### config.mk
export PLATFORM = sky130hd
export DESIGN_NAME = sliding_pattern_2d
export DESIGN_NICKNAME = d
export VERILOG_FILES = /design/src/rtl/sliding_pattern_2d.sv
export SDC_FILE = /design/constraint.sdc
export NUM_CORES = 1
export LEC_CHECK = 0
export ABC_AREA = 1
export CORE_MARGIN = 3
export CORE_UTILIZATION = 40
export CTS_CLUSTER_SIZE = 8
export DETAILED_ROUTE_END_ITERATION = 10
export MAX_ROUTING_LAYER = met4
export SETUP_SLACK_MARGIN = 0.15
export SLEW_MARGIN = 10
export SYNTH_ARGS = -nofsm -noshare
export SYNTH_HDL_FRONTEND = slang
export SYNTH_SLANG_ARGS = --single-unit
### constraint.sdc
create_clock -name clk -period 12.15 [get_ports clk]
set_input_delay 2.43 -clock clk [delete_from_list [all_inputs] [get_ports clk]]
set_output_delay 2.43 -clock clk [all_outputs]
set_load 0.05 [all_outputs]
### src/rtl/sliding_pattern_2d.sv
// rtl/sliding_pattern_2d.sv - tiles a PAT_H x PAT_W binary pattern over a frame, sliding the offset per frame
`timescale 1ns/1ps
module sliding_pattern_2d #(
    parameter int IMG_W  = 35,
    parameter int IMG_H  = 35,
    parameter int PAT_W  = 32,
    parameter int PAT_H  = 4,
    parameter int STEP_W = $clog2((PAT_W > PAT_H) ? PAT_W : PAT_H)
) (
    input  logic                     clk,
    input  logic                     rst,
    input  logic                     clk_en,
    input  logic [PAT_W*PAT_H-1:0]   pattern,
    input  logic                     load_pattern,
    input  logic [1:0]               dir,
    input  logic [STEP_W-1:0]        step,
    input  logic                     mask_ready,
    output logic                     mask_bit,
    output logic                     mask_valid,
    output logic                     frame_start,
    output logic                     line_end,
    output logic                     frame_end
);
    localparam int PN = PAT_W * PAT_H;
    localparam int XW = (IMG_W > 1) ? $clog2(IMG_W) : 1;
    localparam int YW = (IMG_H > 1) ? $clog2(IMG_H) : 1;
    localparam int CW = $clog2(PAT_W);
    localparam int RW = (PAT_H > 1) ? $clog2(PAT_H) : 1;
    localparam int IW = $clog2(PN);

    localparam logic [XW-1:0]     X_LAST  = XW'(IMG_W - 1);
    localparam logic [YW-1:0]     Y_LAST  = YW'(IMG_H - 1);
    localparam logic [CW-1:0]     C_LAST  = CW'(PAT_W - 1);
    localparam logic [RW-1:0]     R_LAST  = RW'(PAT_H - 1);
    localparam logic [STEP_W-1:0] SH_MAX  = STEP_W'(PAT_W - 1);
    localparam logic [STEP_W-1:0] SV_MAX  = STEP_W'(PAT_H - 1);
    localparam logic [CW:0]       PW_X    = (CW+1)'(PAT_W);
    localparam logic [RW:0]       PH_X    = (RW+1)'(PAT_H);

    typedef enum logic {IDLE, STREAM} state_t;

    state_t          state;
    logic [PN-1:0]   pat_q;
    logic [PN-1:0]   shadow_q;
    logic            pending_q;
    logic [XW-1:0]   x_q;
    logic [YW-1:0]   y_q;
    logic [CW-1:0]   cx_q;
    logic [RW-1:0]   ry_q;
    logic [CW-1:0]   hoff_q;
    logic [RW-1:0]   voff_q;

    logic [CW-1:0]   s_h;
    logic [RW-1:0]   s_v;
    logic [CW:0]     h_sum;
    logic [RW:0]     v_sum;
    logic [CW-1:0]   h_inc, h_dec, hoff_next;
    logic [RW-1:0]   v_inc, v_dec, voff_next;
    logic [CW-1:0]   cx_inc;
    logic [RW-1:0]   ry_inc;
    logic [IW-1:0]   bit_idx;

    // Step is clamped to dimension-1 so a single conditional add/subtract completes the modulo.
    always_comb begin
        s_h   = (step > SH_MAX) ? CW'(PAT_W - 1) : CW'(step);
        s_v   = (step > SV_MAX) ? RW'(PAT_H - 1) : RW'(step);
        h_sum = {1'b0, hoff_q} + {1'b0, s_h};
        v_sum = {1'b0, voff_q} + {1'b0, s_v};
        h_inc = (h_sum >= PW_X) ? CW'(h_sum - PW_X) : CW'(h_sum);
        v_inc = (v_sum >= PH_X) ? RW'(v_sum - PH_X) : RW'(v_sum);
        h_dec = (hoff_q >= s_h) ? (hoff_q - s_h) : CW'(PW_X + {1'b0, hoff_q} - {1'b0, s_h});
        v_dec = (voff_q >= s_v) ? (voff_q - s_v) : RW'(PH_X + {1'b0, voff_q} - {1'b0, s_v});
        hoff_next = hoff_q;
        voff_next = voff_q;
        case (dir)
            2'b00:   hoff_next = h_inc;
            2'b01:   hoff_next = h_dec;
            2'b10:   voff_next = v_inc;
            default: voff_next = v_dec;
        endcase
        cx_inc  = (cx_q == C_LAST) ? '0 : cx_q + CW'(1);
        ry_inc  = (ry_q == R_LAST) ? '0 : ry_q + RW'(1);
        bit_idx = IW'(ry_q) * IW'(PAT_W) + IW'(cx_q);
    end

    always_ff @(posedge clk or posedge rst) begin
        if (rst) begin
            state     <= IDLE;
            pat_q     <= '0;
            shadow_q  <= '0;
            pending_q <= 1'b0;
            x_q       <= '0;
            y_q       <= '0;
            cx_q      <= '0;
            ry_q      <= '0;
            hoff_q    <= '0;
            voff_q    <= '0;
        end else if (clk_en) begin
            if (state == IDLE) begin
                if (load_pattern) begin
                    pat_q  <= pattern;
                    x_q    <= '0;
                    y_q    <= '0;
                    cx_q   <= '0;
                    ry_q   <= '0;
                    hoff_q <= '0;
                    voff_q <= '0;
                    state  <= STREAM;
                end
            end else begin
                if (mask_ready) begin
                    if (x_q == X_LAST) begin
                        x_q <= '0;
                        if (y_q == Y_LAST) begin
                            y_q <= '0;
                            if (pending_q) begin
                                pat_q     <= shadow_q;
                                hoff_q    <= '0;
                                voff_q    <= '0;
                                cx_q      <= '0;
                                ry_q      <= '0;
                                pending_q <= 1'b0;
                            end else begin
                                hoff_q <= hoff_next;
                                voff_q <= voff_next;
                                cx_q   <= hoff_next;
                                ry_q   <= voff_next;
                            end
                        end else begin
                            y_q  <= y_q + YW'(1);
                            ry_q <= ry_inc;
                            cx_q <= hoff_q;
                        end
                    end else begin
                        x_q  <= x_q + XW'(1);
                        cx_q <= cx_inc;
                    end
                end
                // A load landing on the frame-end transfer is held for the following boundary.
                if (load_pattern) begin
                    shadow_q  <= pattern;
                    pending_q <= 1'b1;
                end
            end
        end
    end

    assign mask_valid  = (state == STREAM);
    assign mask_bit    = mask_valid & pat_q[bit_idx];
    assign line_end    = mask_valid & (x_q == X_LAST);
    assign frame_start = mask_valid & (x_q == '0) & (y_q == '0);
    assign frame_end   = line_end & (y_q == Y_LAST);

endmodule

* Word level (Yosys, flattened, before mapping)
Index checks and enable logic that the tools add are counted.
** Operators by class
- Add/sub/neg operators :: 15
- Order comparisons :: 7
- Equality and inequality tests :: 10
- Multiplexer cells :: 51
- Bitwise logic cells :: 5
- Reductions and logical operators :: 14
** Operator list (number)
- $mux W128 :: 6
- $mux W5 :: 13
- $mux W6 :: 8
- $mux W2 :: 14
- $add A6 B1 Y6 const B :: 2
- $eq A6 B6 Y1 const B :: 2
- $logic_not A6 Y1 :: 2
- $pmux W5 S2 :: 1
- $reduce_and A5 Y1 :: 2
- $sub A5 B5 Y5 :: 2
- $lt A7 B8 Y1 const B :: 1
- $reduce_bool A2 Y1 :: 4
- $add A7 B5 Y7 :: 1
- $bmux W1 S7 :: 1
- $mux W1 :: 7
- $add A5 B5 Y6 :: 1
- $ge A6 B6 Y1 const B :: 1
- $ne A2 B1 Y1 const B :: 3
- $reduce_and A3 Y1 :: 2
- $reduce_and A6 Y1 :: 1
- $add A1 B5 Y5 const A :: 1
- $add A5 B1 Y5 const B :: 1
- $and A1 B1 Y1 :: 5
- $eq A5 B5 Y1 const B :: 1
- other kinds (18) :: 20
** Storage, ports and cells
- Register bits :: 284
- Input port bits :: 140
- Output and inout port bits :: 5
- Logic and storage cells :: 112

* Depth between registers and ports, before layout
- Depth after elaboration :: 11
- Mapped depth :: 15
- Gate-level depth less buffers :: 13

* Least setup slack after synthesis
OpenSTA, ideal clock, no wires.
- Path type :: register to output
- From :: register state, in the netlist mask_valid
- To :: output port frame_end
- Arrival time :: 2.579 ns
- Data required time :: 9.720 ns
- Slack :: 7.141 ns
- Cell stages (with the launch flop) :: 7
- Buffers on the path :: 4
- Cells stage by stage :: dfrtp_1 -> buf_4 -> inv_2 -> clkbuf_1 -> clkbuf_1 -> clkbuf_1 -> nor3_1
** Between the ends
- Cells in the longest elaborated chain, start to end :: 2
** Ends and longest elaborated chain
- start, declared :: RTL line 42 : state_t state;
- start signal, assigned :: RTL line 88 : state <= IDLE;
- start signal, assigned :: RTL line 108 : state <= STREAM;
- $and A1 B1 Y1 :: RTL line 150 : assign line_end = mask_valid & (x_q == X_LAST);
- $and A1 B1 Y1 :: RTL line 152 : assign frame_end = line_end & (y_q == Y_LAST);
- end, declared :: RTL line 22 : output logic frame_end
No other way between the ends.

* Worst setup path in the final report
- From :: register cx_q[1]
- To :: output port mask_bit
** Between the ends
- Cells in the longest elaborated chain, start to end :: 4
** Ends and longest elaborated chain
- start, declared :: RTL line 48 : logic [CW-1:0] cx_q;
- start signal, assigned :: RTL line 126 : cx_q <= hoff_next;
- start signal, assigned :: RTL line 132 : cx_q <= hoff_q;
- start signal, assigned :: RTL line 136 : cx_q <= cx_inc;
- $add A7 B5 Y7 :: RTL line 83 : bit_idx = IW'(ry_q) * IW'(PAT_W) + IW'(cx_q);
- $bmux W1 S7 :: RTL line 149 : assign mask_bit = mask_valid & pat_q[bit_idx];
- $mux W1 (implied by the code) :: RTL line 149
- $and A1 B1 Y1 :: RTL line 149
- end, declared :: RTL line 18 : output logic mask_bit,
No other way between the ends. The select of a mux whose other input is x is not followed.

==> flow_metrics.py <==
metrics = {
    "floorplan": {
        "ios": 145,
        "die_w_um": 192,
        "dieArea_mm2": 0.0370,
        "rows": 67,
        "die_h_um": 192,
        "coreArea_mm2": 0.0339,
        "initial_core_util_pct": 41.1,
    },
    "setup_path": {
        "crit_fanout": 41,
        "critPathArrivalTime_ns": 4.45,
        "cp-start-kind": "flip-flop",
        "cp-end-kind": "primary output",
        "worstSetupPathType": "flip-flop to primary output",
        "cp.required_ns": 9.72,
        "slowest_delay_ns": 0.98,
        "cp_slowest_cell": "clkinv_1",
        "crit_path_cell_trace": "clkinv_1, nand3_1, nand2_1, nand2_1, nand2_1, nor2_1, nand2_1, nand2_1, nand2_1, nand2_1, nor2_1, nor2_1, clkdlybuf4s50_1",
        "critical_path.most_common_cell": "nand2_1",
    },
    "clock_network": {
        "cts.sinks": 284,
        "ctsResizeCount": 0,
        "clkTransAtPathRegs_ns": 0.05,
        "tritoncts.num_buffers": 41,
        "postCtsHoldBufs": 0,
        "cts_root_buffer": "clkbuf_16",
        "post_cts_buffers": 0,
        "clk_path_buf_depth": 3,
        "htree_levels": 2,
        "worstSkewPairLatency_ns": 0.51,
        "cts_tree": "yes",
    },
    "global_route": {
        "grt_pass1_vias": 10800,
        "grt_max_degree": 257,
        "grtUsageTotal_pct": 20.6,
        "grt_pass1_wl_um": 59600,
        "grt_remaining_overflow": 0,
        "antenna_found_initial": 0,
    },
    "route": {
        "drt-met1-wl_um": 18000,
        "vias_per_cell": 5.24,
        "drt_iter0_drc": 909,
        "wl_met2_um": 16000,
        "vias": 11200,
        "wirelength_um": 36400,
        "dr_wl_met3_um": 1800,
        "top_layer": "met4",
        "routedWlPerCell_um": 17.0,
        "drtAntennaViolNets": 0,
        "drtPass1Iterations": 5,
        "drc": 0,
    },
    "logic_synthesis": {
        "synth_top_area_share_pct": 51.1,
        "yosys-top-cells-count": "439 x nand2_1, 284 x dfrtp_1, 131 x nor2_1",
        "synth_most_common_cell": "nand2_1",
        "synth_edf_count": 0,
        "ys.flop_type": "dfrtp_1",
        "yosys.area.top_type": "dfrtp_1",
        "synth.ff_latch_count": 284,
        "synth_warnings": 0,
        "avgSynthCellArea_um2": 8.72,
        "synthCells": 1596,
        "postSynthNetCount": 1760,
        "async_reset_ff_share_pct": 100,
        "ys_types": 39,
        "ys_seq_area_share_pct": 51.1,
        "syn_area_mm2": 0.0139,
        "synth.area.top_cells": "dfrtp_1 51%, nand2_1 12%, mux2_2 7.2%, a31oi_1 4.0%, o21ai_0 3.6%",
    },
    "finish": {
        "post-route-cell-area_mm2": 0.0166,
        "area_growth_pct": 19.4,
        "layout.nets": 1850,
        "antenna_cells": 0,
        "drive_above_1_share_pct": 9.17,
        "final.fill_count": 3293,
    },
    "place": {
        "pre_cts_slack_ns": 5.71,
        "placed_cell_area_mm2": 0.0155,
        "gp_congestion": 0.811,
        "hpwl_um": 23200,
        "port_buffers": 144,
    },
    "power_and_ir_drop": {
        "p_total_w": 0.00336,
        "vdd_drop_max_v": 0.000105,
        "p_per_area_mw_per_mm2": 202,
        "power_leakage_nw": 7.46,
    },
    "timing": {
        "clock_skew_ns": 0.0149,
        "hold_viol": 0,
        "timing.final.crit_share_pct": 56.6,
        "tightest_slew_ns": 1.23,
        "slew_headroom_pct": 18.0,
        "worst_slack_ns": 5.27,
        "setup_violations": 0,
        "hold_ws_ns": 0.485,
        "fin_crit_ns": 6.88,
        "max_clock_freq_ghz": 0.145,
        "fin_tns_setup_ns": 0,
        "finalMaxSlewViolations": 0,
        "rsz0062_at_grt": "false",
    },
    "status": {
        "outcome": "finished, final reports clean",
    },
    "hold_path": {
        "hold_path_class": "flip-flop to flip-flop",
    },
    "run": {
        "max-cap-violations": 0,
    },
}
## logic make-up after synthesis
group | synth area share [%]
buf+inv | 6.84
xor+xnor | 0.630
mux | 7.21
simple gates | 19.6
compound gates | 12.3
flops | 51.1
fa+ha+maj | 2.32
## metal layers
metal,vias to the layer above,global-route usage [%]
met5,-,-
met4,0,4.54
met3,41,2.87
met2,293,29.9
met1,5409,30.9
li1,5466,-
## placed cells by master (no fill, tap or decap), drive strengths merged, types with 5 or more instances in the layout
master           n
clkbuf          45
nand2          440
a31oi           90
nor3             6
mux2            89
nor2           134
dfrtp          284
ha              21
o211ai          51
nand4            6
nand3           85
a21oi           25
o21ai          113
clkinv           5
buf              7
clkdlybuf4s50  144
xor2             8
inv            114
## registers in the layout, indices dropped and copies added, names as in the netlist
signal,count
y_q,6
x_q,6
pat_q,128
pending_q,1
hoff_q,5
cx_q,5
shadow_q,128
voff_q,2
mask_valid,1
ry_q,2
## worst paths after layout
kind	slack (ns)	endpoint	from	cells after the start
worst max-delay path	5.27	mask_bit	cx_q[1]$_DFFE_PP0P_	13
worst min-delay path	0.48	shadow_q[124]$_DFFE_PP0P_	shadow_q[124]$_DFFE_PP0P_	2
worst max register to register	8.05	pat_q[76]$_DFFE_PP0P_	mask_valid$_DFFE_PP0P_	10
worst min register to register	0.48	shadow_q[124]$_DFFE_PP0P_	shadow_q[124]$_DFFE_PP0P_	2
max in group asynchronous	8.02	pat_q[57]$_DFFE_PP0P_	rst	3
min in group asynchronous	2.48	shadow_q[49]$_DFFE_PP0P_	rst	2
## layout make-up
class	count	area (um2)	share of cell area (%)
clock buffer	45	1060	6.40
clock inverter	2	46.3	0.279
inverter	118	455	2.74
multi-input combinational	1090	5860	35.3
sequential	284	7120	42.8
tap	448	561	3.37
timing repair buffer	151	1510	9.07
## stage by stage
stage,std cells,utilization [%]
6_report,2138,49.0
2_1_floorplan,1596,-
5_1_grt,2138,49.0
3_3_place_gp,2091,45.8
3_5_place_dp,2091,45.8
4_1_cts,2138,49.0
## worst max-delay path: cells and delay by family (launching register included)
family                 cells  cell delay [ns]
flip-flops                 1             0.89
buffers and inverters      2             1.84
AND/OR/NAND/NOR           11             1.20
## power breakdown
part	internal, W	switching, W	leakage (nW)
clock	0.000629	0.000386	0.542
combinational	0.000364	0.000470	3.52
sequential	0.00127	0.000235	3.40
Power figures use the tool's default switching activity.
